<file path="config.mk">
export PLATFORM = sky130hd
export DESIGN_NAME = scmp_clk_ctl_flat
export DESIGN_NICKNAME = d
export VERILOG_FILES = /design/src/rtl/scmp_clk_pkg.sv /design/src/rtl/scmp_clk_ctl_if.sv /design/src/rtl/scmp_debounce.sv /design/src/rtl/scmp_clk_ctl.sv /design/src/flat_wrapper.sv
export SDC_FILE = /design/constraint.sdc
export NUM_CORES = 1
export LEC_CHECK = 0
export CORE_MARGIN = 2
export CORE_UTILIZATION = 27
export CTS_CLUSTER_DIAMETER = 120
export DETAILED_ROUTE_END_ITERATION = 10
export GPL_TIMING_DRIVEN = 0
export HOLD_SLACK_MARGIN = 0.02
export SLEW_MARGIN = 20
export SYNTH_ARGS = -nofsm -noshare
export SYNTH_HDL_FRONTEND = slang
export SYNTH_SLANG_ARGS = --single-unit
</file>
<file path="constraint.sdc">
create_clock -name clk_50m -period 3.2 [get_ports clk_50m]
set_clock_uncertainty 0.05 [all_clocks]
set_input_delay 0.8 -clock clk_50m [delete_from_list [all_inputs] [get_ports clk_50m]]
set_output_delay 0.8 -clock clk_50m [all_outputs]
set_load 0.05 [all_outputs]
</file>
<file path="src/rtl/scmp_clk_pkg.sv">
// Shared types and constants for the SC/MP clock/run controller.
package scmp_clk_pkg;

    // Controller state, also exported on the debug/LED port.
    typedef enum logic [1:0] {
        ST_RESET_HOLD = 2'd0,
        ST_HALT       = 2'd1,
        ST_RUN        = 2'd2,
        ST_STEP       = 2'd3
    } ctl_state_t;

    // Width of the SC/MP address bus seen by the breakpoint comparator.
    localparam int ADDR_W = 12;

endpackage

</file>
<file path="src/rtl/scmp_clk_ctl_if.sv">
// CPU-side bus of the clock controller: clock enable, CPU reset, status
// and the address bus used for breakpoints.
// Optional feature macro: SCMP_CLK_BREAK_EN adds bp_addr / bp_en.
interface scmp_clk_if;
    import scmp_clk_pkg::*;

    logic [ADDR_W-1:0] cpu_addr;
    logic              cpu_ce;
    logic              cpu_rst_n;
    logic              halted;
    ctl_state_t        state;
`ifdef SCMP_CLK_BREAK_EN
    logic [ADDR_W-1:0] bp_addr;
    logic              bp_en;
`endif

`ifdef SCMP_CLK_BREAK_EN
    // Controller side: drives the CPU enables, watches the address bus.
    modport master (
        output cpu_ce, cpu_rst_n, halted, state,
        input  cpu_addr, bp_addr, bp_en
    );
    // CPU / board side.
    modport slave (
        input  cpu_ce, cpu_rst_n, halted, state,
        output cpu_addr, bp_addr, bp_en
    );
`else
    // Controller side: drives the CPU enables, watches the address bus.
    modport master (
        output cpu_ce, cpu_rst_n, halted, state,
        input  cpu_addr
    );
    // CPU / board side.
    modport slave (
        input  cpu_ce, cpu_rst_n, halted, state,
        output cpu_addr
    );
`endif

endinterface

</file>
<file path="src/rtl/scmp_debounce.sv">
// Button conditioner: 2-FF synchroniser, inversion of the active-low
// button, stability counter and a one-cycle event on each new press.
module scmp_debounce #(
    parameter int DB_W = 16
) (
    input  logic clk_50m,
    input  logic rst_n,
    input  logic btn_n_i,
    output logic press_ev_o
);

    logic [1:0]      sync_q;
    logic            pressed_raw;
    logic            db_q, db_d;
    logic [DB_W-1:0] cnt_q, cnt_d;
    logic            ev_q, ev_d;

    assign pressed_raw = ~sync_q[1];

    // Accept a new level only after it has differed from the debounced
    // level for 2**DB_W consecutive cycles; fire an event on a new press.
    always_comb begin
        cnt_d = cnt_q;
        db_d  = db_q;
        ev_d  = 1'b0;
        if (pressed_raw == db_q) begin
            cnt_d = '0;
        end else if (&cnt_q) begin
            cnt_d = '0;
            db_d  = pressed_raw;
            ev_d  = pressed_raw;
        end else begin
            cnt_d = cnt_q + 1'b1;
        end
    end

    // State registers; reset leaves the button in the "released" state.
    always_ff @(posedge clk_50m) begin
        if (!rst_n) begin
            sync_q <= 2'b11;
            db_q   <= 1'b0;
            cnt_q  <= '0;
            ev_q   <= 1'b0;
        end else begin
            sync_q <= {sync_q[0], btn_n_i};
            db_q   <= db_d;
            cnt_q  <= cnt_d;
            ev_q   <= ev_d;
        end
    end

    assign press_ev_o = ev_q;

endmodule

</file>
<file path="src/rtl/scmp_clk_ctl.sv">
// Run/halt/single-step sequencer for the SC/MP core. Produces a one-cycle
// clock enable on clk_50m and a controlled CPU reset.
// Optional feature macro: SCMP_CLK_BREAK_EN (address breakpoint in RUN).
module scmp_clk_ctl
    import scmp_clk_pkg::*;
#(
    parameter int DIV_W        = 8,
    parameter int DB_W         = 16,
    parameter int RST_CYC      = 16,
    parameter bit START_HALTED = 1'b0
) (
    input  logic             clk_50m,
    input  logic             rst_n,
    input  logic [DIV_W-1:0] div_sel,
    input  logic             run_btn_n,
    input  logic             step_btn_n,
    scmp_clk_if.master       bus
);

    localparam int HOLD_W = (RST_CYC > 1) ? $clog2(RST_CYC) : 1;
    localparam logic [HOLD_W-1:0] HOLD_LAST = HOLD_W'(RST_CYC - 1);

    ctl_state_t       state_q;
    logic             cpu_ce_q;
    logic             cpu_rst_n_q;
    logic             halted_q;
    logic [DIV_W-1:0] cnt_q;
    logic [HOLD_W-1:0] hold_q;
    logic             armed_q;
    logic             run_ev;
    logic             step_ev;
    logic             bp_hit;

    scmp_debounce #(.DB_W(DB_W)) u_run_db (
        .clk_50m    (clk_50m),
        .rst_n      (rst_n),
        .btn_n_i    (run_btn_n),
        .press_ev_o (run_ev)
    );

    scmp_debounce #(.DB_W(DB_W)) u_step_db (
        .clk_50m    (clk_50m),
        .rst_n      (rst_n),
        .btn_n_i    (step_btn_n),
        .press_ev_o (step_ev)
    );

`ifdef SCMP_CLK_BREAK_EN
    // A breakpoint only counts once the current run has delivered a CE,
    // so resuming while sitting on the breakpoint address makes progress.
    assign bp_hit = bus.bp_en && (bus.cpu_addr == bus.bp_addr) && armed_q;
`else
    logic unused_bus;
    assign bp_hit     = 1'b0;
    assign unused_bus = ^{bus.cpu_addr, armed_q};
`endif

    // Controller FSM with prescaler, reset-hold counter and registered outputs.
    always_ff @(posedge clk_50m) begin
        if (!rst_n) begin
            state_q     <= ST_RESET_HOLD;
            cpu_ce_q    <= 1'b0;
            cpu_rst_n_q <= 1'b0;
            halted_q    <= 1'b0;
            cnt_q       <= '0;
            hold_q      <= '0;
            armed_q     <= 1'b0;
        end else begin
            cpu_ce_q <= 1'b0;
            case (state_q)
                ST_RESET_HOLD: begin
                    if (hold_q == HOLD_LAST) begin
                        hold_q      <= '0;
                        cpu_rst_n_q <= 1'b1;
                        if (START_HALTED) begin
                            state_q  <= ST_HALT;
                            halted_q <= 1'b1;
                        end else begin
                            state_q <= ST_RUN;
                            cnt_q   <= div_sel;
                            armed_q <= 1'b0;
                        end
                    end else begin
                        hold_q <= hold_q + 1'b1;
                    end
                end
                ST_HALT: begin
                    // Run wins over step when both arrive together.
                    if (run_ev) begin
                        state_q  <= ST_RUN;
                        halted_q <= 1'b0;
                        cnt_q    <= div_sel;
                        armed_q  <= 1'b0;
                    end else if (step_ev) begin
                        state_q  <= ST_STEP;
                        halted_q <= 1'b0;
                        cpu_ce_q <= 1'b1;
                    end
                end
                ST_STEP: begin
                    state_q  <= ST_HALT;
                    halted_q <= 1'b1;
                end
                ST_RUN: begin
                    // A halt request swallows any CE due in the same cycle.
                    if (run_ev) begin
                        state_q  <= ST_HALT;
                        halted_q <= 1'b1;
                    end else if (cnt_q == '0) begin
                        cnt_q <= div_sel;
                        if (bp_hit) begin
                            state_q  <= ST_HALT;
                            halted_q <= 1'b1;
                        end else begin
                            cpu_ce_q <= 1'b1;
                            armed_q  <= 1'b1;
                        end
                    end else begin
                        cnt_q <= cnt_q - 1'b1;
                    end
                end
                default: state_q <= ST_RESET_HOLD;
            endcase
        end
    end

    assign bus.cpu_ce    = cpu_ce_q;
    assign bus.cpu_rst_n = cpu_rst_n_q;
    assign bus.halted    = halted_q;
    assign bus.state     = state_q;

endmodule

</file>
<file path="src/flat_wrapper.sv">
// flat-port wrapper written by rule: the top's interface ports become plain ports
module scmp_clk_ctl_flat import scmp_clk_pkg::*;
#(
    parameter int DIV_W        = 8,
    parameter int DB_W         = 16,
    parameter int RST_CYC      = 16,
    parameter bit START_HALTED = 1'b0
)
  (clk_50m, rst_n, div_sel, run_btn_n, step_btn_n, bus_cpu_ce, bus_cpu_rst_n, bus_halted, bus_state, bus_cpu_addr);
  scmp_clk_if bus_i ();
  input  logic clk_50m;
  input  logic rst_n;
  input  logic [DIV_W-1:0] div_sel;
  input  logic run_btn_n;
  input  logic step_btn_n;
  output wire logic [$bits(bus_i.cpu_ce)-1:0] bus_cpu_ce;
  output wire logic [$bits(bus_i.cpu_rst_n)-1:0] bus_cpu_rst_n;
  output wire logic [$bits(bus_i.halted)-1:0] bus_halted;
  output wire logic [$bits(bus_i.state)-1:0] bus_state;
  input wire logic [$bits(bus_i.cpu_addr)-1:0] bus_cpu_addr;
  assign bus_cpu_ce = bus_i.cpu_ce;
  assign bus_cpu_rst_n = bus_i.cpu_rst_n;
  assign bus_halted = bus_i.halted;
  assign bus_state = bus_i.state;
  assign bus_i.cpu_addr = bus_cpu_addr;
  scmp_clk_ctl #(.DIV_W(DIV_W), .DB_W(DB_W), .RST_CYC(RST_CYC), .START_HALTED(START_HALTED)) u_core (.clk_50m(clk_50m), .rst_n(rst_n), .div_sel(div_sel), .run_btn_n(run_btn_n), .step_btn_n(step_btn_n), .bus(bus_i));
endmodule
</file>
# After elaboration in Yosys (flattened, before gate mapping)
# Cells that the tools add are included.
# totals
register_bits,57
in_bits,24
out_inout_bits,5
word_cells,72
# op_classes
add_sub_neg,4
eq_ne,11
muxes,20
n_bitwise,7
reduce_logical,16
# ops
operator,count
AND reduction 17 bit,2
adder 16 x 1 -> 16 bit (second input constant),2
two-way mux 8 bit,4
AND reduction 16 bit,2
case mux 8 bit (3 select lines),1
OR reduction 3 bit,4
logical NOT 8 bit,1
two-way mux 2 bit,4
case mux 2 bit (4 select lines),1
subtractor 8 x 1 -> 8 bit (second input constant),1
two-way mux 1 bit,7
NOT 1 bit,7
inequality test 2 bit (second input constant),3
AND reduction 3 bit,2
nonzero test 3 bit,2
adder 4 x 1 -> 4 bit (second input constant),1
== test 2 bit (second input constant),2
== test 4 bit (second input constant),1
two-way mux 4 bit,1
AND reduction 4 bit,1
inequality test 3 bit (second input constant),1
case mux 1 bit (3 select lines),1
== test 1 bit,2
== test 2 x 1 -> 1 bit (second input constant),1
other kinds (4),4

# Longest topological paths before layout
# logic_depth
depth_word,4
mapped_depth,7
ltp_nobuf,7

# Hierarchy
# From an unflattened synthesis, not the netlist that was laid out.
# unflattened
cells_unflattened,303
hier_area_um2,2731.4
# modules_own_cells
module,n_inst,cells_each,area_per_inst_um2,seq_area_each_um2
scmp_clk_ctl,1,123,1029.7,340.3
scmp_debounce (u_core.u_step_db),1,90,857.1,400.4
scmp_debounce (u_core.u_run_db),1,90,844.6,400.4

# Worst setup path before layout
# OpenSTA, ideal clock, no wires.
# synth_timing
path_kind,register to register
from,reg u_core.state_q[0] (netlist: u_core.bus.state[0])
to,reg u_core.cnt_q[5]
setup_time_ns,0.067
arrival_time_ns,2.204
required_time_ns,3.083
setup_slack_ns,0.878
path_stages_with_launch,8
n_path_buf,0
period_less_slack_ns,2.322
path_cell_list,dfxtp_1 > inv_1 > ha_1 > mux2_2 > a211oi_2 > o21ai_0 > a21o_1 > a21oi_2
# synth_between
elab_chain_len,3
word_cells_on_any_way,9
cone_classes,5 x eq/ne; 1 x mux; 3 x reduce/logical
# synth_rtl
element,line,text
start: declaration,scmp_clk_ctl.sv:23,ctl_state_t state_q;
start signal: assignment,scmp_clk_ctl.sv:61,state_q <= ST_RESET_HOLD;
start signal: assignment,scmp_clk_ctl.sv:76,state_q <= ST_HALT;
start signal: assignment,scmp_clk_ctl.sv:79,state_q <= ST_RUN;
"== test 2 bit, or another cell as far along",scmp_clk_ctl.sv:70,case (state_q)
"inequality test 2 bit (no source line), or another cell as far along",n/a,
AND reduction 4 bit (no source line),n/a,
end signal: assignment,scmp_clk_ctl.sv:80,cnt_q <= div_sel;
end signal: assignment,scmp_clk_ctl.sv:92,cnt_q <= div_sel;
end signal: assignment,scmp_clk_ctl.sv:110,cnt_q <= div_sel;
end: declaration,scmp_clk_ctl.sv:27,logic [DIV_W-1:0] cnt_q;
# Several ways; a longest one is shown, not always the timed one.
# A chain may end at the register's enable or synchronous reset.

# Worst setup path in the final report
# layout_timing
from,reg u_core.state_q[0] (netlist: u_core.bus.state[0])
to,out bus_state[0]
# layout_rtl
element,line,text
end: declaration,flat_wrapper.sv:19,output wire logic [$bits(bus_i.state)-1:0] bus_state;
# No word-level cell between the ends.

==> out/metrics.cfg <==
[outcome]
status=finished clean

[synth]
syn_area_mm2=0.00258
ys.flop_type=dfxtp_1
syn-num-nets=324
ys_warn_count=0
ys_ff_latch=57
synth.avg_cell_area_um2=8.87
ys_async_sr_fraction_pct=0
ys_seq_area_share_pct=44.2
yosys-top-cells-area=dfxtp_1 44%, nor2_1 6.0%, xor2_1 5.8%, xnor2_1 4.4%, ha_1 4.4%
syn_inst=291
synth_area_leader_cell=dfxtp_1
synth_edf_count=0
yosysUniqueCellTypes=46
synth_top_cell_area_share_pct=44.2

[clocking]
cts_tree=yes
clock_path_buffers=2
cts-resized-gates=0
cts_root_buf=clkbuf_8
insertion_delay_ns=0.34
cts_buffers=9
cts_setup_buffers=0
clkTransAtPathRegs_ns=0.07
htreeDepth=3
cts.sinks=57
postCtsHoldBufs=0

[placed_design]
routabilityCongestion=0.768
hpwl_um=3460
portBuffers=16
placed_cell_area_mm2=0.00290

[sta]
min_period_ns=2.43
hold_violations=0
fin_crit_sh_pct=76.0
maxSlewViolCount=0
fmaxAchievable_ghz=0.411
rsz0062_at_grt=false
slew_headroom_pct=57.2
setup_tns_ns=0
setup_viol=0
worstMarginPinSlew_ns=0.640

[pwr]
p_total_mw=1.75
ir_worst_vdd_v=0.000225
seq_power_share_pct=43.7
pwr-share-comb_pct=14.6
power_density_mw_per_mm2=562
switchingPower_mw=0.473
clkPwrFrac_pct=41.6
p_leak_nw=1.02
p_int_mw=1.28
swShare_pct=26.9

[worst_setup_path]
cp-end-kind=primary output
slowest_stage=clkdlybuf4s50_1
crit_path_max_fanout=5
arrival_ns=1.58
critPathBufInv=1
start_kind=flip-flop
path_delay_family=buffers and inverters
cp_cell_sequence=clkdlybuf4s50_1
cpPeakStageDelay_ns=0.84
path_class=reg2out
worstPathRequired_ns=2.35

[global_route]
grt_overflow=0
grt_pass1_wl_um=8390
antenna_found_initial=0
grt_pass1_vias=1888
grt_max_degree=12
track_usage_pct=10.5

[drt]
routedWlPerCell_um=10.8
dr_wl_met2_um=2170
wl_um=4900
routed.top_layer=met4
dr_total_vias=2051
route.detailed.drc=0
drt-initial-drc-count=92
dr.pass1.iters=4
wl_met1_um=2470
wl_met3_um=173
vias_per_cell=4.54
postRouteAntennaNets=0

[final_layout]
area.growth.synth_to_final_pct=21.0
drive_gt1_share_pct=8.05
layout.nets=351
fill_cells=971
n_antenna_cell=0
post-route-cell-area_mm2=0.00312

[run]
maxCapViolCount=0

[floorplanning]
die_w_um=102
initial_utilization_pct=27.9
io_pins=29
fp-row-count=35
die_area_mm2=0.0104
core_mm2=0.00924
fp.dieH_um=102

[worst_hold_path]
hold_class=reg2reg

==> synth_stat cells, types with 4 or more instances <==
cell and n:
nand4_1 8, o21ai_0 11, nand2b_1 7, or3_1 5, a21oi_1 14, nor3_1 7, xor2_1 17, clkbuf_1 4
nand3_1 12, xnor2_1 13, nand2_1 26, dfxtp_1 57, and4_1 8, ha_1 9, a211oi_1 4, nor2_1 41
inv_1 10
==> worst paths after layout <==
kind                                   from                   endpoint  slack (ns)  cells past startpoint
hold / removal    u_core.u_run_db.sync_q[0]  u_core.u_run_db.sync_q[1]        0.36                      1
setup / recovery        u_core.bus.state[0]               bus_state[0]        0.77                      1
setup reg to reg        u_core.bus.state[0]            u_core.cnt_q[5]        0.93                      7
hold reg to reg   u_core.u_run_db.sync_q[0]  u_core.u_run_db.sync_q[1]        0.36                      1
==> registers in the layout (all words and copies together) (netlist names) <==
| name | flops |
|---|---|
| u_core.u_step_db.cnt_q | 16 |
| u_core.bus.state | 2 |
| u_core.u_run_db.cnt_q | 16 |
| u_core.bus.cpu_rst_n | 1 |
| u_core.u_step_db.sync_q | 2 |
| u_core.u_run_db.sync_q | 2 |
| u_core.cnt_q | 8 |
| u_core.u_step_db.db_q | 1 |
| u_core.bus.halted | 1 |
| u_core.u_run_db.db_q | 1 |
| u_core.u_run_db.press_ev_o | 1 |
| u_core.bus.cpu_ce | 1 |
| u_core.u_step_db.press_ev_o | 1 |
| u_core.hold_q | 4 |
==> area by class of cell <==
cell class                      count  area [um^2]  share of cell area (%)
Timing Repair Buffer               16          160                    5.13
Inverter                           10         37.5                    1.20
Clock buffer                        9          124                    3.97
Buffer                              7         31.3                    1.00
Sequential cell                    57         1140                    36.6
Tap cell                          129          161                    5.17
Clock inverter                      7         95.1                    3.05
Multi-Input combinational cell    217         1370                    43.9
==> cells in the final DEF (no fill, tap or decap), types with 10 or more instances in the layout <==
master,instances
o21ai_0,11
xor2_1,17
dfxtp_1,57
a21oi_1,14
clkdlybuf4s50_1,16
nand2_1,26
xnor2_1,13
inv_1,10
nor2_1,41
nand3_1,12
==> stage by stage <==
stage / util (%) / std cells / worst slack, ns / hold slack [ns]
3_3_place_gp: 31.4 / 436 / 0.700 / 0.345
3_5_place_dp: 31.4 / 436 / 0.657 / 0.344
6_report: 33.8 / 452 / 0.767 / 0.362
4_1_cts: 33.8 / 452 / 0.737 / 0.361
2_1_floorplan: - / 291 / 0.878 / 0.336
5_1_grt: 33.8 / 452 / 0.707 / 0.386
==> cells by family after synthesis <==
kind of cell / count (synthesis) / share of synthesized area [%]
mux: 3 / 1.26
xor+xnor: 30 / 10.2
buf+inv: 17 / 2.67
simple gates: 125 / 23.7
flops: 57 / 44.2
fa+ha+maj: 9 / 4.36
compound gates: 50 / 13.6
==> power groups by stage <==
stage	combinational [mW]	sequential [mW]	clock (mW)
after global routing	0.289	0.774	0.784
after detailed placement	0.256	0.784	0
after global placement	0.253	0.783	0
after floorplan	0.179	0.793	0
after CTS	0.258	0.768	0.755
final	0.257	0.768	0.731
==> layer usage <==
metal,up-vias,track usage (%)
met4,0,5.30
met3,7,3.73
met5,-,0
met2,24,16.3
li1,1077,-
met1,943,12.7
No activity file was read; power rests on OpenSTA's default activity.
